File: src/rtl/frame_cmd_scheduler.sv
// rtl/frame_cmd_scheduler.sv - host command FIFO streamed onto the sprite command bus, with swaps deferred to vblank
module frame_cmd_scheduler #(
    parameter int FIFO_DEPTH   = 16,
    parameter int VBLANK_START = 480,
    parameter int VCOUNT_MAX   = 524
) (
    input  logic        clk,
    input  logic        reset,
    input  logic        chipselect,
    input  logic        write,
    input  logic        read,
    input  logic [31:0] writedata,
    output logic [31:0] readdata,
    input  logic [9:0]  vcount,
    output logic [31:0] cmd_out,
    output logic        cmd_valid,
    output logic        fifo_full,
    output logic        swap_pulse
);

    localparam int AW = $clog2(FIFO_DEPTH);
    localparam int CW = AW + 1;

    typedef enum logic [1:0] {
        ST_RUN      = 2'd0,
        ST_WAIT_VBL = 2'd1,
        ST_SWAP     = 2'd2
    } state_t;

    state_t         state;
    logic [31:0]    mem [FIFO_DEPTH];
    logic [AW-1:0]  wr_ptr;
    logic [AW-1:0]  rd_ptr;
    logic [CW-1:0]  count;
    logic           overflow;
    logic           front_buf;
    logic           back_buf;
    logic           swapped_this_frame;

    logic           wr_en;
    logic           rd_en;
    logic           full;
    logic           push;
    logic           pop;
    logic           in_blank;
    logic [31:0]    head;
    logic           head_is_commit;
    logic [31:0]    status;

    assign wr_en          = chipselect & write;
    assign rd_en          = chipselect & read;
    assign full           = (count == CW'(FIFO_DEPTH));
    assign push           = wr_en & ~full;
    assign pop            = (state == ST_RUN) && (count != '0);
    // Lines past the end of the frame count as blanking so a glitching counter cannot stall a swap.
    assign in_blank       = (vcount >= 10'(VBLANK_START)) || (vcount > 10'(VCOUNT_MAX));
    assign head           = mem[rd_ptr];
    assign head_is_commit = (head[20:17] == 4'hF);
    assign status         = {15'b0, overflow, front_buf, state, 13'(count)};
    assign fifo_full      = full;

    always_ff @(posedge clk) begin
        if (push) begin
            mem[wr_ptr] <= writedata;
        end
    end

    always_ff @(posedge clk) begin
        if (reset) begin
            state              <= ST_RUN;
            wr_ptr             <= '0;
            rd_ptr             <= '0;
            count              <= '0;
            overflow           <= 1'b0;
            front_buf          <= 1'b0;
            back_buf           <= 1'b1;
            swapped_this_frame <= 1'b0;
            cmd_out            <= 32'h0;
            cmd_valid          <= 1'b0;
            swap_pulse         <= 1'b0;
            readdata           <= 32'h0;
        end else begin
            cmd_out    <= 32'h0;
            cmd_valid  <= 1'b0;
            swap_pulse <= 1'b0;
            readdata   <= rd_en ? status : 32'h0;

            if (push) begin
                wr_ptr <= wr_ptr + AW'(1);
            end
            if (pop) begin
                rd_ptr <= rd_ptr + AW'(1);
            end
            case ({push, pop})
                2'b10:   count <= count + CW'(1);
                2'b01:   count <= count - CW'(1);
                default: count <= count;
            endcase

            // A dropped write in the same cycle as a status read must stay visible.
            if (wr_en && full) begin
                overflow <= 1'b1;
            end else if (rd_en) begin
                overflow <= 1'b0;
            end

            if (!in_blank) begin
                swapped_this_frame <= 1'b0;
            end

            case (state)
                ST_RUN: begin
                    if (pop) begin
                        if (head_is_commit) begin
                            state <= ST_WAIT_VBL;
                        end else begin
                            cmd_out   <= {head[31:14], back_buf, head[12:0]};
                            cmd_valid <= 1'b1;
                        end
                    end
                end
                ST_WAIT_VBL: begin
                    if (in_blank && !swapped_this_frame) begin
                        state      <= ST_SWAP;
                        cmd_out    <= {11'b0, 4'hF, 3'b0, back_buf, 13'b0};
                        cmd_valid  <= 1'b1;
                        swap_pulse <= 1'b1;
                    end
                end
                ST_SWAP: begin
                    front_buf          <= back_buf;
                    back_buf           <= ~back_buf;
                    swapped_this_frame <= 1'b1;
                    state              <= ST_RUN;
                end
                default: begin
                    state <= ST_RUN;
                end
            endcase
        end
    end

endmodule

File: config.mk
export PLATFORM = sky130hd
export DESIGN_NAME = frame_cmd_scheduler
export DESIGN_NICKNAME = d
export VERILOG_FILES = /design/src/rtl/frame_cmd_scheduler.sv
export SDC_FILE = /design/constraint.sdc
export NUM_CORES = 1
export LEC_CHECK = 0
export CORE_MARGIN = 2
export CORE_UTILIZATION = 32
export DETAILED_ROUTE_END_ITERATION = 7
export PLACE_DENSITY_LB_ADDON = 0.15
export SYNTH_ARGS = -nofsm -noshare
export SYNTH_HDL_FRONTEND = slang
export SYNTH_SLANG_ARGS = --single-unit
File: constraint.sdc
create_clock -name clk -period 3.85 [get_ports clk]
set_clock_uncertainty 0.2 [all_clocks]
set_input_delay 0.5775 -clock clk [delete_from_list [all_inputs] [get_ports clk]]
set_output_delay 0.5775 -clock clk [all_outputs]
set_load 0.1 [all_outputs]
* After elaboration in Yosys (flattened, before gate mapping)
Memory sizes are Yosys's and may differ from the RTL's. A register that Yosys moved wholly into a read port is not among the register bits.
Cells that the tools add are included.
** Storage, ports and cells
- Register bits :: 85
- RAM bits :: 512
- Input bits :: 47
- Output and inout port bits :: 67
- Logic and storage cells :: 70
- Memories :: 1
** Operators by class
- Add/sub/neg operators :: 4
- Order comparisons :: 2
- Eq/ne operators :: 10
- Multiplexer cells :: 21
- Bitwise operators :: 7
- Reductions and logical operators :: 12
** Memory list
- mem :: depth 16, bits a word 32, rd ports 1, clocked after memory_dff 1, write ports 1, RTL line 31 : logic [31:0] mem [FIFO_DEPTH];
** Operators with widths (count)
- 32-bit 2-to-1 mux :: 2
- 32-bit case mux with 2 select lines :: 1
- 21-bit 2-to-1 mux :: 1
- 10-bit by 9-bit greater-or-equal comparator with 1-bit output, second input constant :: 1
- 10-bit > comparator, second input constant :: 1
- 5-bit case mux with 2 select lines :: 1
- 1-bit 2-to-1 mux :: 9
- 4-bit by 1-bit adder with 4-bit output, second input constant :: 2
- 4-bit 2-to-1 mux :: 2
- 2-bit 2-to-1 mux :: 3
- 2-bit inequality test, second input constant :: 3
- 5-bit by 1-bit adder with 5-bit output, second input constant :: 1
- 5-bit equality test, second input constant :: 1
- 5-bit nonzero test :: 1
- 5-bit by 1-bit subtractor with 5-bit output, second input constant :: 1
- 2-bit by 1-bit equality test with 1-bit output, second input constant :: 2
- 2-bit equality test, second input constant :: 2
- 4-bit equality test, second input constant :: 1
- 1-bit NOT :: 4
- 2-bit case mux with 2 select lines :: 1
- 2-bit nonzero test :: 2
- 2-bit OR reduction :: 2
- 1-bit bitwise AND :: 3
- 1-bit logical AND :: 3
- other kinds (6) :: 6

* Longest topological paths before layout
- Word-level depth :: 5
- Mapped depth :: 11
- Gate-level depth less buffers :: 11

* Worst setup path before layout
No wires, ideal clock.
- Path kind :: input to register
- Start :: input port write
- End :: memory mem[3][0], enable pin
- Data arrival time :: 3.413 ns
- Setup slack :: -0.220 ns
- Stages :: 4
- Buffers on the path :: 0
- Cells stage by stage :: nand2_1 -> a21oi_1 -> nand2_1 -> nor3_1
** Between the ends
- Longest elaborated chain between the ends :: 4
** RTL lines
- start: declaration :: RTL line 10 : input logic write,
- 1-bit bitwise AND :: RTL line 50 : assign wr_en = chipselect & write;
- 1-bit bitwise AND :: RTL line 53 : assign push = wr_en & ~full;
- 1-bit 2-to-1 mux :: RTL line 63 : if (push) begin
- 1-bit 2-to-1 mux (not written as such) :: RTL line 64 : mem[wr_ptr] <= writedata;
- end: declaration :: RTL line 31
No other way between the ends.

* Worst setup path after layout
- Start :: register count[0]
- End :: register count[4]
** Between the ends
- Longest elaborated chain between the ends :: 5
- Elaborated cells on any way between the ends :: 11
** RTL lines
- start: declaration :: RTL line 34 : logic [CW-1:0] count;
- start signal: assignment :: RTL line 95 : 2'b10: count <= count + CW'(1);
- start signal: assignment :: RTL line 96 : 2'b01: count <= count - CW'(1);
- start signal: assignment :: RTL line 97 : default: count <= count;
- 5-bit equality test :: RTL line 52 : assign full = (count == CW'(FIFO_DEPTH));
- 1-bit NOT :: RTL line 53
- 1-bit bitwise AND :: RTL line 53
- 2-bit by 1-bit equality test with 1-bit output or 2-bit equality test (tied branches) :: RTL line 94 : case ({push, pop})
- 5-bit case mux with 2 select lines or 2-bit nonzero test (tied branches)
Parallel ways exist; a longest one is shown, timed or not.
A chain may end at the register's enable or synchronous reset.

==> results.ini <==
[outcome]
outcome=completed

[timing]
finalHoldViolCount=0
fmax_mhz=327
slew_headroom_pct=31.4
holdWs_ns=0.276
drv_slew=0
worstMarginPinSlew_ns=1.03
fin_setup_tns_ns=0
rsz0062_at_grt=false
period_needed_ns=3.06
setup_viol=0
period_share_pct=79.5

[final_layout]
finalCoreUtilization_pct=38.8
multi_input_area_mm2=0.00481
instances_no_fill=2023
seqCellArea_mm2=0.0162
nets=1164
layout-drive-gt1-share_pct=27.5
area_growth_pct=19.9
antenna_cells=0
fill_cells=5885

[route]
drt_first_iter_violations=586
postRouteAntennaNets=0
finalWirelength_um=47400
viasPerCell=4.73
routedWlPerCell_um=23.4
vias=9566
drcViolationCount=0
drtPass1Iterations=5

[clocking]
tritoncts=yes
clock_sinks=562
cts_buffers=60
postCtsHoldBufs=0
cts_resized=0
clk_latency_ns=0.61
postCtsSetupBuffers=0
h-tree-depth=2
clk_pin_slew_ns=0.06
cts_root_buffer=clkbuf_16
cts_buffer_depth=3

[place]
place.gp.congestion=0.726
dpl.hpwl_um=26500
place_inst=1909
port_buffers=84

[yosys]
postSynthCellCount=961
synth_edf_count=496
yosysSeqAreaShare_pct=76.3
netlist_area_mm2=0.0213
yosysTopAreaCellShare_pct=70.1
synth.avg_cell_area_um2=22.1
async_flop_share_pct=0
synth.distinct_cells=46
synthFlopType=edfxtp_1
ys_ff_latch=562
ys_warn_count=0
ys_top_cells_by_area=edfxtp_1 (70%), mux4_2 (15%), dfxtp_1 (6.2%), buf_4 (0.85%), nor2b_1 (0.68%)
yosys.area.top_type=edfxtp_1

[setup_path]
worst-path-buf-inv=3
worst_path_max_delay_cell=dfxtp_1
endpoint_kind=register
critPathKind=register to register
cp_common_cell=buf_4
path_delay_family=simple AND/OR/NAND/NOR gates
cp-start-kind=register
reg2reg_setup_slack_ns=0.79
required_ns=4.19
max_stage_delay_ns=0.40
critPathArrivalTime_ns=3.40
crit_chain=nor4_1 > buf_4 > a211oi_1 > buf_4 > ha_1 > inv_1 > fa_1 > nor2b_1 > o21ai_0 > and3_1 > or4_1 > a21oi_1
critical_path.max_fanout=5

[power_and_ir_drop]
finalPower_mw=17.0
p_leak_nw=7.98
ir_drop_mv=0.471
pwr_density_cell_mw_per_mm2=668

[hold_path]
hold_path.class=register to register

[floorplanning]
core_area_mm2=0.0657
fp.dieW_um=262
die_h_um=262
die_area_mm2=0.0685
num_rows=94
ios=114
start_util_pct=32.3

[global_route]
grt_pass1_wl_um=70400
first_global_vias=10300
grt-ovfl-total=0
grt_max_degree=67
grt_usage_pct=14.3
antenna_found_initial=2

[job]
drv_cap=0

[layer usage]
metal / routed length [um] / GRT usage [%]
met1: 21100 / 19.4
met2: 23400 / 23.6
met3: 2070 / 2.83
met4: 816 / 3.46
met5: 23 / 0
[path summary, 6_finish.rpt]
check	startpoint	to	depth (start not counted)
setup / recovery	count[0]	count[4]	12
hold / removal	front_buf	readdata[15]	1
setup reg to reg	count[0]	count[4]	12
hold reg to reg	front_buf	readdata[15]	1
[through the flow]
| stage | instance area [um^2] | worst slack, ns |
|---|---|---|
| after floorplan | 21400 | 0.606 |
| after global placement | 23500 | 0.354 |
| after detailed placement | 23500 | 0.371 |
| after CTS | 25500 | 0.785 |
| after global routing | 25500 | 0.600 |
| final | 25500 | 0.791 |
[layout make-up]
cell class,count,area share (%)
tap,864,4.24
clock inverter,35,1.40
multi-input combinational,346,18.9
clock buffer,79,6.57
sequential,562,63.7
timing repair buffer,127,5.10
inverter,10,0.147
[cells by family (layout without fill, tap and decap cells)]
kind of cell,Yosys count,in the layout,share of synthesized area (%)
AO/OA/AOI/OAI,23,23,0.900
multiplexers,154,154,16.2
other,1,23,0.0176
AND/OR/NAND/NOR,127,127,3.42
adder cells (fa/ha/maj),10,10,0.624
XOR/XNOR,9,9,0.371
flip-flops,562,562,76.3
buffers and inverters,75,251,2.17
[sequential cells by signal (all words and copies together) (netlist names), 2 cells and up, named ones only]
name	cells
cmd_out	32
count	5
mem	496
rd_ptr	4
readdata	9
state	2
wr_ptr	4
[synthesized netlist by cell type (all sizes together), types with 2 or more instances]
| master | number |
|---|---|
| and3 | 2 |
| nand2b | 3 |
| nor3 | 11 |
| and2 | 7 |
| nand2 | 23 |
| o311ai | 3 |
| inv | 10 |
| ha | 9 |
| and4 | 3 |
| nand4 | 5 |
| edfxtp | 496 |
| buf | 52 |
| nor4 | 2 |
| nand3 | 4 |
| mux2i | 3 |
| o31ai | 2 |
| nor2b | 33 |
| a21oi | 7 |
| clkbuf | 13 |
| xor2 | 5 |
| dfxtp | 66 |
| xnor2 | 4 |
| nor2 | 33 |
| mux4 | 151 |
[layout by cell type, fill, tap and decap left out, types with 7 or more instances in the layout]
master and n:
edfxtp_1 496, mux4_2 146, clkdlybuf4s50_1 83, dfxtp_1 62, clkbuf_16 62, buf_4 33, nor2b_1 23, nand2_1 23
conb_1 23, nor2_1 21, clkinv_2 13, nor2_4 12, clkinv_1 11, clkbuf_1 11, buf_12 11, nor2b_4 10
inv_1 10, ha_1 9, and2_1 7, nor3_1 7, a21oi_1 7, bufinv_16 7
[power by group]
group          internal (mW)  switching [mW]
registers               6.88           0.178
logic                   1.59            2.49
clock network           3.52            2.37
Power figures use the tool's default switching activity.
